$ cat src/rtl/keypad_pkg.sv
// -----------------------------------------------------------------------------
// keypad_pkg
// Shared types and constants for the keypad event controller.
//   keypad_state_e : debounce / hold FSM state encoding
//   key_code_t     : 4-bit decoded key code
//   DEF_*          : default parameter values for keypad_event_ctrl
//   deb_inc/rpt_inc: saturating increments for the debounce and repeat timers
// -----------------------------------------------------------------------------
package keypad_pkg;

   typedef enum logic [1:0] {
      ST_IDLE     = 2'd0,
      ST_DEBOUNCE = 2'd1,
      ST_HELD     = 2'd2,
      ST_RELEASE  = 2'd3
   } keypad_state_e;

   typedef logic [3:0] key_code_t;

   localparam int DEF_DEBOUNCE_CYCLES = 16;
   localparam int DEF_FIFO_DEPTH      = 4;
   localparam int DEF_REPEAT_DELAY    = 4096;
   localparam int DEF_REPEAT_PERIOD   = 1024;

   // Debounce counter covers DEBOUNCE_CYCLES up to 255; repeat timer covers
   // REPEAT_DELAY / REPEAT_PERIOD up to 2^20; occupancy covers depth 16.
   localparam int DEB_CNT_W = 8;
   localparam int RPT_CNT_W = 20;
   localparam int COUNT_W   = 5;

   function automatic logic [DEB_CNT_W-1:0] deb_inc(input logic [DEB_CNT_W-1:0] v);
      return (&v) ? v : v + 1'b1;
   endfunction

   function automatic logic [RPT_CNT_W-1:0] rpt_inc(input logic [RPT_CNT_W-1:0] v);
      return (&v) ? v : v + 1'b1;
   endfunction

endpackage

$ cat src/rtl/keypad_event_ctrl_if.sv
// -----------------------------------------------------------------------------
// keypad_event_ctrl_if
// Key-event stream between the keypad controller (master) and its consumer
// (slave).
//   key_code  : head-of-buffer key code        (master -> slave)
//   key_valid : buffer holds at least one event (master -> slave)
//   key_ready : consumer accepts the head       (slave -> master)
//
// Handshake: an event transfers on a rising clock edge where key_valid and
// key_ready are both high. key_valid never depends on key_ready, and key_code
// holds its value while key_valid=1 and key_ready=0. key_ready with
// key_valid=0 has no effect.
// -----------------------------------------------------------------------------
interface keypad_event_ctrl_if import keypad_pkg::*; ();

   key_code_t key_code;
   logic      key_valid;
   logic      key_ready;

   modport master (
      output key_code,
      output key_valid,
      input  key_ready
   );

   modport slave (
      input  key_code,
      input  key_valid,
      output key_ready
   );

endinterface

$ cat src/rtl/keypad_fifo.sv
// -----------------------------------------------------------------------------
// keypad_fifo
// Small synchronous FIFO of 4-bit key codes.
//   clock, reset : clock, asynchronous active-high reset
//   push, data   : write request and code to store
//   pop          : read request (head advances)
//   head         : code at the read pointer
//   full, empty  : occupancy flags
//   count        : occupancy 0..DEPTH
// A push on a full FIFO is dropped unless a pop happens in the same cycle, in
// which case both complete and the count is unchanged. A pop on an empty FIFO
// is ignored. DEPTH must be a power of two so the pointers wrap naturally.
// -----------------------------------------------------------------------------
module keypad_fifo import keypad_pkg::*; #(
   parameter int DEPTH = DEF_FIFO_DEPTH
) (
   input  logic               clock,
   input  logic               reset,
   input  logic               push,
   input  key_code_t          data,
   input  logic               pop,
   output key_code_t          head,
   output logic               full,
   output logic               empty,
   output logic [COUNT_W-1:0] count
);

   localparam int PTR_W = $clog2(DEPTH);

   key_code_t          mem [DEPTH];
   logic [PTR_W-1:0]   wr_ptr;
   logic [PTR_W-1:0]   rd_ptr;
   logic [COUNT_W-1:0] count_q;
   logic               do_push;
   logic               do_pop;

   assign empty   = (count_q == '0);
   assign full    = (count_q == COUNT_W'(DEPTH));
   assign do_pop  = pop && !empty;
   // When full, the slot being written is the one being popped this cycle.
   assign do_push = push && (!full || do_pop);

   always_ff @(posedge clock or posedge reset) begin
      if (reset) begin
         wr_ptr  <= '0;
         rd_ptr  <= '0;
         count_q <= '0;
         for (int i = 0; i < DEPTH; i++) begin
            mem[i] <= '0;
         end
      end else begin
         if (do_push) begin
            mem[wr_ptr] <= data;
            wr_ptr      <= wr_ptr + 1'b1;
         end
         if (do_pop) begin
            rd_ptr <= rd_ptr + 1'b1;
         end
         case ({do_push, do_pop})
            2'b10:   count_q <= count_q + 1'b1;
            2'b01:   count_q <= count_q - 1'b1;
            default: count_q <= count_q;
         endcase
      end
   end

   assign head  = mem[rd_ptr];
   assign count = count_q;

endmodule

$ cat src/rtl/keypad_event_ctrl.sv
// -----------------------------------------------------------------------------
// keypad_event_ctrl
// Debounces key presses reported by an external row/column scanner and queues
// one key event per accepted press in a small FIFO.
//
// Ports
//   clock, reset : sole clock, asynchronous active-high reset
//   row_raw      : asynchronous keypad row lines
//   row_sync     : synchronized row lines (to scanner Row input)
//   s_row        : OR of row_sync (to scanner S_Row input)
//   scan_code    : scanner decoded key code
//   scan_valid   : scanner single-cycle code-valid strobe
//   key          : key-event stream (keypad_event_ctrl_if.master)
//   fifo_count   : FIFO occupancy 0..FIFO_DEPTH
//   overflow     : sticky, set when an event is dropped on a full FIFO
//   dbg_state    : current FSM state
//
// Build option
//   KEYPAD_TYPEMATIC_EN : when defined, a held key re-pushes its code
//   REPEAT_DELAY cycles after acceptance and then every REPEAT_PERIOD cycles.
//   When undefined each accepted press pushes exactly once.
//
// Timing: the accept decision is registered (push_q) and the FIFO writes on
// the following edge, so key_valid rises DEBOUNCE_CYCLES+2 cycles after the
// scan_valid pulse for a cleanly held key.
// -----------------------------------------------------------------------------
module keypad_event_ctrl import keypad_pkg::*; #(
   parameter int DEBOUNCE_CYCLES = DEF_DEBOUNCE_CYCLES,
   parameter int FIFO_DEPTH      = DEF_FIFO_DEPTH,
   parameter int REPEAT_DELAY    = DEF_REPEAT_DELAY,
   parameter int REPEAT_PERIOD   = DEF_REPEAT_PERIOD
) (
   input  logic                       clock,
   input  logic                       reset,
   input  logic [3:0]                 row_raw,
   output logic [3:0]                 row_sync,
   output logic                       s_row,
   input  key_code_t                  scan_code,
   input  logic                       scan_valid,
   keypad_event_ctrl_if.master        key,
   output logic [COUNT_W-1:0]         fifo_count,
   output logic                       overflow,
   output keypad_state_e              dbg_state
);

`ifdef KEYPAD_TYPEMATIC_EN
   localparam bit TYPEMATIC_EN = 1'b1;
`else
   localparam bit TYPEMATIC_EN = 1'b0;
`endif

   localparam logic [DEB_CNT_W-1:0] DEB_LAST = DEB_CNT_W'(DEBOUNCE_CYCLES - 1);
   // Entering RELEASE already consumed one low cycle (the one seen in HELD),
   // so RELEASE needs DEBOUNCE_CYCLES-1 more for a full low run.
   localparam logic [DEB_CNT_W-1:0] REL_LAST = DEB_CNT_W'(DEBOUNCE_CYCLES - 2);
   localparam logic [RPT_CNT_W-1:0] RPT_FIRST_LAST = RPT_CNT_W'(REPEAT_DELAY - 1);
   localparam logic [RPT_CNT_W-1:0] RPT_NEXT_LAST  = RPT_CNT_W'(REPEAT_PERIOD - 1);

   // Row synchronizer
   logic [3:0] row_meta;
   logic [3:0] row_sync_q;
   logic       row_active;

   always_ff @(posedge clock or posedge reset) begin
      if (reset) begin
         row_meta   <= '0;
         row_sync_q <= '0;
      end else begin
         row_meta   <= row_raw;
         row_sync_q <= row_meta;
      end
   end

   assign row_sync   = row_sync_q;
   assign s_row      = |row_sync_q;
   assign row_active = |row_sync_q;

   // FSM state and datapath registers
   keypad_state_e          state_q,        state_d;
   logic [DEB_CNT_W-1:0]   deb_cnt_q,      deb_cnt_d;
   key_code_t              code_q,         code_d;
   logic                   push_q,         push_d;
   logic [RPT_CNT_W-1:0]   rpt_cnt_q,      rpt_cnt_d;
   logic                   rpt_periodic_q, rpt_periodic_d;
   logic [RPT_CNT_W-1:0]   rpt_last;

   always_ff @(posedge clock or posedge reset) begin
      if (reset) begin
         state_q        <= ST_IDLE;
         deb_cnt_q      <= '0;
         code_q         <= '0;
         push_q         <= 1'b0;
         rpt_cnt_q      <= '0;
         rpt_periodic_q <= 1'b0;
      end else begin
         state_q        <= state_d;
         deb_cnt_q      <= deb_cnt_d;
         code_q         <= code_d;
         push_q         <= push_d;
         rpt_cnt_q      <= rpt_cnt_d;
         rpt_periodic_q <= rpt_periodic_d;
      end
   end

   always_comb begin
      state_d        = state_q;
      deb_cnt_d      = deb_cnt_q;
      code_d         = code_q;
      push_d         = 1'b0;
      rpt_cnt_d      = rpt_cnt_q;
      rpt_periodic_d = rpt_periodic_q;
      rpt_last       = rpt_periodic_q ? RPT_NEXT_LAST : RPT_FIRST_LAST;

      case (state_q)
         ST_IDLE: begin
            rpt_cnt_d      = '0;
            rpt_periodic_d = 1'b0;
            if (scan_valid) begin
               code_d    = scan_code;
               deb_cnt_d = '0;
               state_d   = ST_DEBOUNCE;
            end
         end

         ST_DEBOUNCE: begin
            if (!row_active) begin
               state_d = ST_IDLE;
            end else if (deb_cnt_q == DEB_LAST) begin
               push_d         = 1'b1;
               state_d        = ST_HELD;
               rpt_cnt_d      = '0;
               rpt_periodic_d = 1'b0;
            end else begin
               deb_cnt_d = deb_inc(deb_cnt_q);
            end
         end

         ST_HELD: begin
            // scan_valid is deliberately ignored while a key is held.
            if (!row_active) begin
               deb_cnt_d = '0;
               state_d   = ST_RELEASE;
            end else if (TYPEMATIC_EN) begin
               if (rpt_cnt_q == rpt_last) begin
                  push_d         = 1'b1;
                  rpt_cnt_d      = '0;
                  rpt_periodic_d = 1'b1;
               end else begin
                  rpt_cnt_d = rpt_inc(rpt_cnt_q);
               end
            end
         end

         ST_RELEASE: begin
            // Repeat timer is left untouched here so it pauses across a glitch.
            if (row_active) begin
               deb_cnt_d = '0;
               state_d   = ST_HELD;
            end else if (deb_cnt_q >= REL_LAST) begin
               state_d = ST_IDLE;
            end else begin
               deb_cnt_d = deb_inc(deb_cnt_q);
            end
         end

         default: begin
            state_d = ST_IDLE;
         end
      endcase
   end

   assign dbg_state = state_q;

   // Event buffer
   logic      fifo_full;
   logic      fifo_empty;
   key_code_t fifo_head;

   keypad_fifo #(
      .DEPTH (FIFO_DEPTH)
   ) u_fifo (
      .clock (clock),
      .reset (reset),
      .push  (push_q),
      .data  (code_q),
      .pop   (key.key_ready),
      .head  (fifo_head),
      .full  (fifo_full),
      .empty (fifo_empty),
      .count (fifo_count)
   );

   assign key.key_code  = fifo_head;
   assign key.key_valid = !fifo_empty;

   // Full implies non-empty, so key_ready alone means a pop makes room.
   logic overflow_q;

   always_ff @(posedge clock or posedge reset) begin
      if (reset) begin
         overflow_q <= 1'b0;
      end else if (push_q && fifo_full && !key.key_ready) begin
         overflow_q <= 1'b1;
      end
   end

   assign overflow = overflow_q;

endmodule

$ cat src/flat_wrapper.sv
// flat-port wrapper written by rule: the top's interface ports become plain ports
module keypad_event_ctrl_flat import keypad_pkg::*;
#(
   parameter int DEBOUNCE_CYCLES = DEF_DEBOUNCE_CYCLES,
   parameter int FIFO_DEPTH      = DEF_FIFO_DEPTH,
   parameter int REPEAT_DELAY    = DEF_REPEAT_DELAY,
   parameter int REPEAT_PERIOD   = DEF_REPEAT_PERIOD
)
  (clock, reset, row_raw, row_sync, s_row, scan_code, scan_valid, fifo_count, overflow, dbg_state, key_key_code, key_key_valid, key_key_ready);
  keypad_event_ctrl_if key_i ();
  input  logic clock;
  input  logic reset;
  input  logic [3:0] row_raw;
  output logic [3:0] row_sync;
  output logic s_row;
  input  key_code_t scan_code;
  input  logic scan_valid;
  output logic [COUNT_W-1:0] fifo_count;
  output logic overflow;
  output keypad_state_e dbg_state;
  output wire logic [$bits(key_i.key_code)-1:0] key_key_code;
  output wire logic [$bits(key_i.key_valid)-1:0] key_key_valid;
  input wire logic [$bits(key_i.key_ready)-1:0] key_key_ready;
  assign key_key_code = key_i.key_code;
  assign key_key_valid = key_i.key_valid;
  assign key_i.key_ready = key_key_ready;
  keypad_event_ctrl #(.DEBOUNCE_CYCLES(DEBOUNCE_CYCLES), .FIFO_DEPTH(FIFO_DEPTH), .REPEAT_DELAY(REPEAT_DELAY), .REPEAT_PERIOD(REPEAT_PERIOD)) u_core (.clock(clock), .reset(reset), .row_raw(row_raw), .row_sync(row_sync), .s_row(s_row), .scan_code(scan_code), .scan_valid(scan_valid), .key(key_i), .fifo_count(fifo_count), .overflow(overflow), .dbg_state(dbg_state));
endmodule
$ cat config.mk
export PLATFORM = sky130hd
export DESIGN_NAME = keypad_event_ctrl_flat
export DESIGN_NICKNAME = d
export VERILOG_FILES = /design/src/rtl/keypad_pkg.sv /design/src/rtl/keypad_event_ctrl_if.sv /design/src/rtl/keypad_fifo.sv /design/src/rtl/keypad_event_ctrl.sv /design/src/flat_wrapper.sv
export SDC_FILE = /design/constraint.sdc
export NUM_CORES = 1
export LEC_CHECK = 0
export ABC_AREA = 0
export BUFFER_PORTS_ARGS = -buffer_cell sky130_fd_sc_hd__buf_2
export CELL_PAD_IN_SITES_DETAIL_PLACEMENT = 1
export CELL_PAD_IN_SITES_GLOBAL_PLACEMENT = 2
export CORE_UTILIZATION = 35
export CTS_CLUSTER_SIZE = 28
export DETAILED_ROUTE_END_ITERATION = 7
export HOLD_SLACK_MARGIN = 0.12
export PLACE_DENSITY_LB_ADDON = 0.1
export SKIP_CTS_REPAIR_TIMING = 1
export SYNTH_ARGS = -nofsm -noshare
export SYNTH_HDL_FRONTEND = slang
export SYNTH_HIERARCHICAL = 1
export SYNTH_SLANG_ARGS = --single-unit
export TNS_END_PERCENT = 5
$ cat constraint.sdc
create_clock -name clock -period 6.48 [get_ports clock]
set_input_delay 1.296 -clock clock [delete_from_list [all_inputs] [get_ports clock]]
set_output_delay 1.296 -clock clock [all_outputs]
set_load 0.01 [all_outputs]
==> results.md, run 1 <==
* Mapped cell area at 2460 um^2
* Full die area at 7370 um^2
* Synth top area cells: dfrtp_1, mux2_2, ha_1, mux4_2, a21oi_1
* Clock Skew at 0.00483 ns
* Final Hold Viols at 0
* CP Capture Type: flip-flop
* Area growth, synth to finish at 12.9%
* Cell Rows at 30
* Synth async-reset ratio at between 90% and 100%
* CTS Buffer Depth at 2
* # diodes at 0
* Clock sinks at just under 50
* H-tree depth at 2
* Worst Hold Launch: u_core/row_meta[3]
* Critical R2R Launch: u_core/u_fifo/count[1]
* Worst skew pair latency at 0.30 ns
* R2r setup slk at ~3.3 ns
* Die Height at 85.8 um
* WHS Endpoint: u_core/row_sync[3]
* Net count after synthesis at about 230
* Global route overflow at 0
* Post-synth top area cell: dfrtp_1
* Width of the chip at 85.8 um
* Crit path required time at 6.67 ns
* Detailed-route wire length per cell at 16.4 um
* Number of synthesized flops with an enable pin at 0
* Core area at ~6800 um^2
* Fin crit period at 3.23 ns
* Largest net degree at the start of global routing at 26
* Post-synthesis sequential area ratio at 49.8%
* Count of cell types in the netlist at 50
* Syn Inst Count at 206
* Top achievable clock speed at 310 MHz
* Synth Flop Type: dfrtp_1
* CP Class: in -> reg
* Root Buffer: clkbuf_8
* DRC viols at 0
* RR Endpoint: u_core/u_fifo/count[4]
* Area share of the largest cell type after synthesis at about half
* First-pass GRT wire length at a little over 9 mm
* Crit path max fanout at 10
* Final-stage net count at 258
* FF-to-FF path depth at 8
* DR iter-0 viols at 44
* LEAKAGE at 1.25 nW
* Most frequent cells after synthesis: dfrtp_1, mux2_2, a21oi_1, inv_1, nand2_1
* Minimum hold slack at 0.355 ns
* Final Max Slew Viols at 0
* Initial Util at 36.2%
* TritonCTS clock tree: built
* HP Class: reg -> reg
* Final setup fails at 0
* Number of port buffers at 29
* I/O pin count at 30
* Routability cong. at 0.765
* Initial antenna violation count at 0
* # Max-Cap Violations at 0
* CP Launch Type: input port
* FF+latch count, synth at 49
* Count leader, synth: dfrtp_1
* Max-Slew Margin vs Limit at between 30 and 40%
* Hold path depth at 0
* Unrepaired setup endpoints after global routing: false
* Final Cycle Share at 49.8%
* CP Data Arrival Time at 3.42 ns
* Vias after detailed routing at about 1.7k
* DR pass1 iterations at 4
* Remaining antenna violation count at 0
* Total global-route track usage at ~16%
* Hpwl dp at 4.01 mm
* Slew @ Worst Pin at 0.989 ns
* Syn. warnings at 6
* Number of global-route vias before repair at around 1.8k
* Num CTS Buffers at 5
* Clock-pin slew reported for the worst setup and hold paths after clock tree synthesis at 0.09 ns
* Vias per cell at between 5 and 6
* Post-Syn Area per Cell at ~12 um^2
* Drt total wl at ~5.5 mm
* P per Cell Area at 291 nW/um^2
* Peak supply drop at 0.147 mV
* Status: finished clean
* Final setup TNS at 0 ns
* Layout cell share with drive strength beyond 1 at 31.4%
-- routing by layer --
metal / vias to the layer above / global-route usage [%] / wire length [um]
li1: 808 / - / -
met1: 895 / 21.4 / 2580
met2: 28 / 27.3 / 2640
met3: 12 / 3.08 / 137
met4: 0 / 6.36 / 101
met5: - / 0 / 0
-- where the power goes --
group          internal, mW  leakage, nW  switching, mW
Combinational         0.104        0.578          0.105
Clock                0.0763       0.0374          0.107
Sequential            0.346        0.635         0.0716
Total                 0.526         1.25          0.283
-- worst max path at each step --
stage	cells past startpoint	from	slack, ns	end
after floorplan	6	key_key_ready	3.30	u_core/u_fifo/count[4]
after global placement	7	key_key_ready	3.04	u_core/u_fifo/count[4]
after detailed placement	7	key_key_ready	2.93	u_core/u_fifo/count[4]
after CTS	7	key_key_ready	3.26	u_core/u_fifo/count[4]
after global routing	8	u_core/u_fifo/count[0]	3.10	u_core/u_fifo/count[4]
final	7	key_key_ready	3.25	u_core/u_fifo/count[4]
-- stage by stage --
step,total power [mW],setup WS (ns),instances,utilization [%],instance area [um^2]
after floorplan,0.561,3.30,206,-,2460
after global placement,0.623,3.04,324,39.6,2690
after detailed placement,0.636,2.93,324,39.6,2690
after CTS,0.820,3.26,332,40.9,2780
after global routing,0.862,3.10,332,40.9,2780
final,0.809,3.25,332,40.9,2780
-- worst max-delay path, cell delays in order --
cell	delay, ns
buf_2	0.13
o31ai_4	0.30
ha_1	0.42
ha_1	0.37
or4b_2	0.65
o311ai_0	0.12
o211ai_1	0.12
-- state kept, by name (all words and copies together) (netlist names), named ones only --
signal / count
u_core/u_fifo/wr_ptr: 2
u_core/row_meta: 4
u_core/u_fifo/mem: 16
u_core/push_q: 1
u_core/row_sync: 4
u_core/dbg_state: 1
u_core/code_q: 4
u_core/u_fifo/rd_ptr: 2
u_core/overflow: 1
u_core/deb_cnt_q: 8
u_core/u_fifo/count: 5
-- cells in the final DEF, fill, tap and decap left out, drive strengths merged, types with 3 or more instances in the layout --
| cell type | instances |
|---|---|
| buf | 29 |
| nor2 | 9 |
| dfrtp | 49 |
| o211ai | 4 |
| mux2 | 24 |
| a21oi | 15 |
| o31ai | 3 |
| o21ai | 9 |
| ha | 10 |
| or4 | 3 |
| xnor2 | 5 |
| mux4 | 4 |
| clkbuf | 6 |
| nand2 | 11 |
| a31oi | 4 |
| inv | 14 |
| nand3 | 6 |
-- cell families (layout without fill, tap and decap cells) --
logic type	count (synthesis)	count (layout)	share of synthesized area, %
flops	49	49	49.8
buf+inv	21	51	3.61
compound gates	51	51	14.8
mux	28	28	15.0
xor+xnor	5	5	1.78
fa+ha+maj	11	11	5.90
simple gates	41	41	9.10
-- final cells by class --
type	instances	area [um^2]
inverters	14	52.6
fillers	760	4020
repair buffers	29	145
clock inverters	2	15.0
well taps	96	120
multi-input cells	136	1140
clock buffers	6	72.6
flip-flops and latches	49	1230
Power figures use the tool's default switching activity.
==> run 2: changes to the inputs <==
==> constraint.sdc (replaced) <==
create_clock -name clock -period 2.9 [get_ports clock]
set_input_delay 0.58 -clock clock [delete_from_list [all_inputs] [get_ports clock]]
set_output_delay 0.58 -clock clock [all_outputs]
set_load 0.01 [all_outputs]
==> results.md, run 2 (synthesis results as in run 1) <==
* Status: finished clean
* # diodes at 0 (unchanged)
* Layout cell share with drive strength beyond 1 at 34.8% (+3.5 points)
* Sequential cell area at 1230 um^2 (unchanged)
* Final Hold Viols at 0 (unchanged)
* Core area at 6790 um^2 (unchanged)
* Initial Util at 36.2% (unchanged)
* Unrepaired setup endpoints after global routing: false
* Final-stage net count at 266 (+3.1%)
* Full die area at 7370 um^2 (unchanged)
* Width of the chip at 85.8 um (unchanged)
* Minimum hold slack at 0.360 ns (+0.00492 ns)
* Cell Rows at 30 (unchanged)
* GR met1 Demand/Resource at 21.7% (+0.30 points)
* P per Cell Area at 654 nW/um^2 (+120%)
* DR pass1 iterations at 4 (unchanged)
* Gr busiest metal: met2
* Clock Skew at 0.00505 ns (+0.000221 ns)
* Clock sinks at 49 (unchanged)
* Number of global-route vias before repair at 1,899 (+2.7%)
* Final Max Slew Viols at 0 (unchanged)
* Fillers at 757 (-0.39%)
* # Max-Cap Violations at 0 (unchanged)
* Worst skew pair latency at 0.30 ns (about the same)
* Detailed-route wire length per cell at 15.8 um (-3.7%)
* Clock-pin slew reported for the worst setup and hold paths after clock tree synthesis at 0.09 ns (about the same)
* Top achievable clock speed at 357 MHz
* First-pass GRT wire length at 9.36 mm (+1.0%)
* Max reg flops at 16 (unchanged)
* LEAKAGE at 1.30 nW (+3.6%)
* CP Capture Type: flip-flop
* Met2 GRT Util at 27.4% (+0.15 points)
* Routability cong. at 0.870 (+14%)
* Max-Slew Margin vs Limit at 34.9% (+0.90 points)
* Root Buffer: clkbuf_8
* Fin crit period at between 2 and 3 ns
* Final setup fails at 0 (unchanged)
* Slew @ Worst Pin at 0.975 ns (-0.0135 ns)
* Vias per cell at 5.03 (-4.1%)
* Die Height at 85.8 um (unchanged)
* Total global-route track usage at 16.3% (-0.12 points)
* Number of port buffers at 29 (unchanged)
* DR iter-0 viols at 17 (-61%)
* Initial antenna violation count at 0 (unchanged)
* H-tree depth at 2 (unchanged)
* Largest net degree at the start of global routing at 26 (unchanged)
* Vias after detailed routing at 1,711 (-1.8%)
* Global route overflow at 0 (unchanged)
* Crit path required time at 3.08 ns (-3.59 ns)
* Final Cycle Share at 96.6%
* TritonCTS clock tree: built
* Area occupied by multi-input gates at 1150 um^2 (+0.55%)
* Remaining antenna violation count at 0 (unchanged)
* HP Class: reg -> reg
* Num CTS Buffers at 5 (unchanged)
* Peak supply drop at 0.324 mV (+120%)
* R2r setup slk at 0.1 ns (-3.20 ns)
* I/O pin count at 30 (unchanged)
* CP Class: reg -> reg
* Met3 Usage GRT at 2.69% (-0.38 points)
* Largest register by flop count: u_core/u_fifo/mem
* CP Data Arrival Time at 2.98 ns (-0.44 ns)
* DRC viols at 0 (unchanged)
* CP Launch Type: flip-flop
* Area growth, synth to finish at 15.7%
* Hpwl dp at 4.07 mm (+1.3%)
* Most frequent cells in the layout: dfrtp_1, buf_2, mux2_2, inv_1, a21oi_1
* Crit path max fanout at 7 (-3)
* Tot Pwr at 1.86 mW (+130%)
* CTS Buffer Depth at 2 (unchanged)
* Most common cell after layout, fill and taps aside: dfrtp_1
* Drt total wl at 5.38 mm (-1.4%)
==> run 2: final cells by class <==
class,instances,area share [%]
sequential,49,43.1
multi-input combinational,136,40.5
timing repair buffer,37,7.21
tap,96,4.22
clock buffer,5,2.42
inverter,14,1.85
clock inverter,3,0.748
==> run 2: critical path, cell delays in order (launching register included) <==
cell      delay, ns
dfrtp_1        0.41
or4_4          0.57
o31ai_4        0.22
ha_2           0.28
ha_1           0.30
or4b_2         0.63
o311ai_0       0.15
o211ai_1       0.12
==> run 2: layer usage <==
layer | part of all wire, % | wire [um] | vias up
met5 | 0 | 0 | -
met4 | 1.3 | 69 | 0
met3 | 2.0 | 109 | 4
met2 | 51 | 2720 | 20
met1 | 46 | 2480 | 859
li1 | - | - | 828
==> run 2: worst paths after layout <==
| kind | start | endpoint | depth (start not counted) |
|---|---|---|---|
| setup / recovery | u_core/u_fifo/count[1] | u_core/u_fifo/count[4] | 7 |
| max in group asynchronous | reset | u_core/u_fifo/mem[12] | 2 |
| min in group asynchronous | reset | u_core/deb_cnt_q[6] | 2 |
| setup reg to reg | u_core/u_fifo/count[1] | u_core/u_fifo/count[4] | 7 |
| hold / removal | u_core/row_meta[2] | u_core/row_sync[2] | 0 |
| hold reg to reg | u_core/row_meta[2] | u_core/row_sync[2] | 0 |
==> run 2: where the power goes <==
group | total [mW] | internal (mW) | switching, mW
clock network | 0.410 | 0.172 | 0.238
registers | 0.893 | 0.773 | 0.120
logic | 0.557 | 0.277 | 0.280
total | 1.86 | 1.22 | 0.638
==> run 2: through the flow <==
stage               setup TNS, ns  instances  setup WS (ns)  utilization, %  area (um^2)
global placement                0        332          0.125            40.5         2750
CTS                      -0.00130        340       -0.00130            41.8         2840
detailed placement              0        332         0.0217            40.5         2750
floorplan                       0        206         0.0124               -         2460
finish                          0        340         0.0984            41.9         2850
global route                    0        340        0.00799            41.9         2850
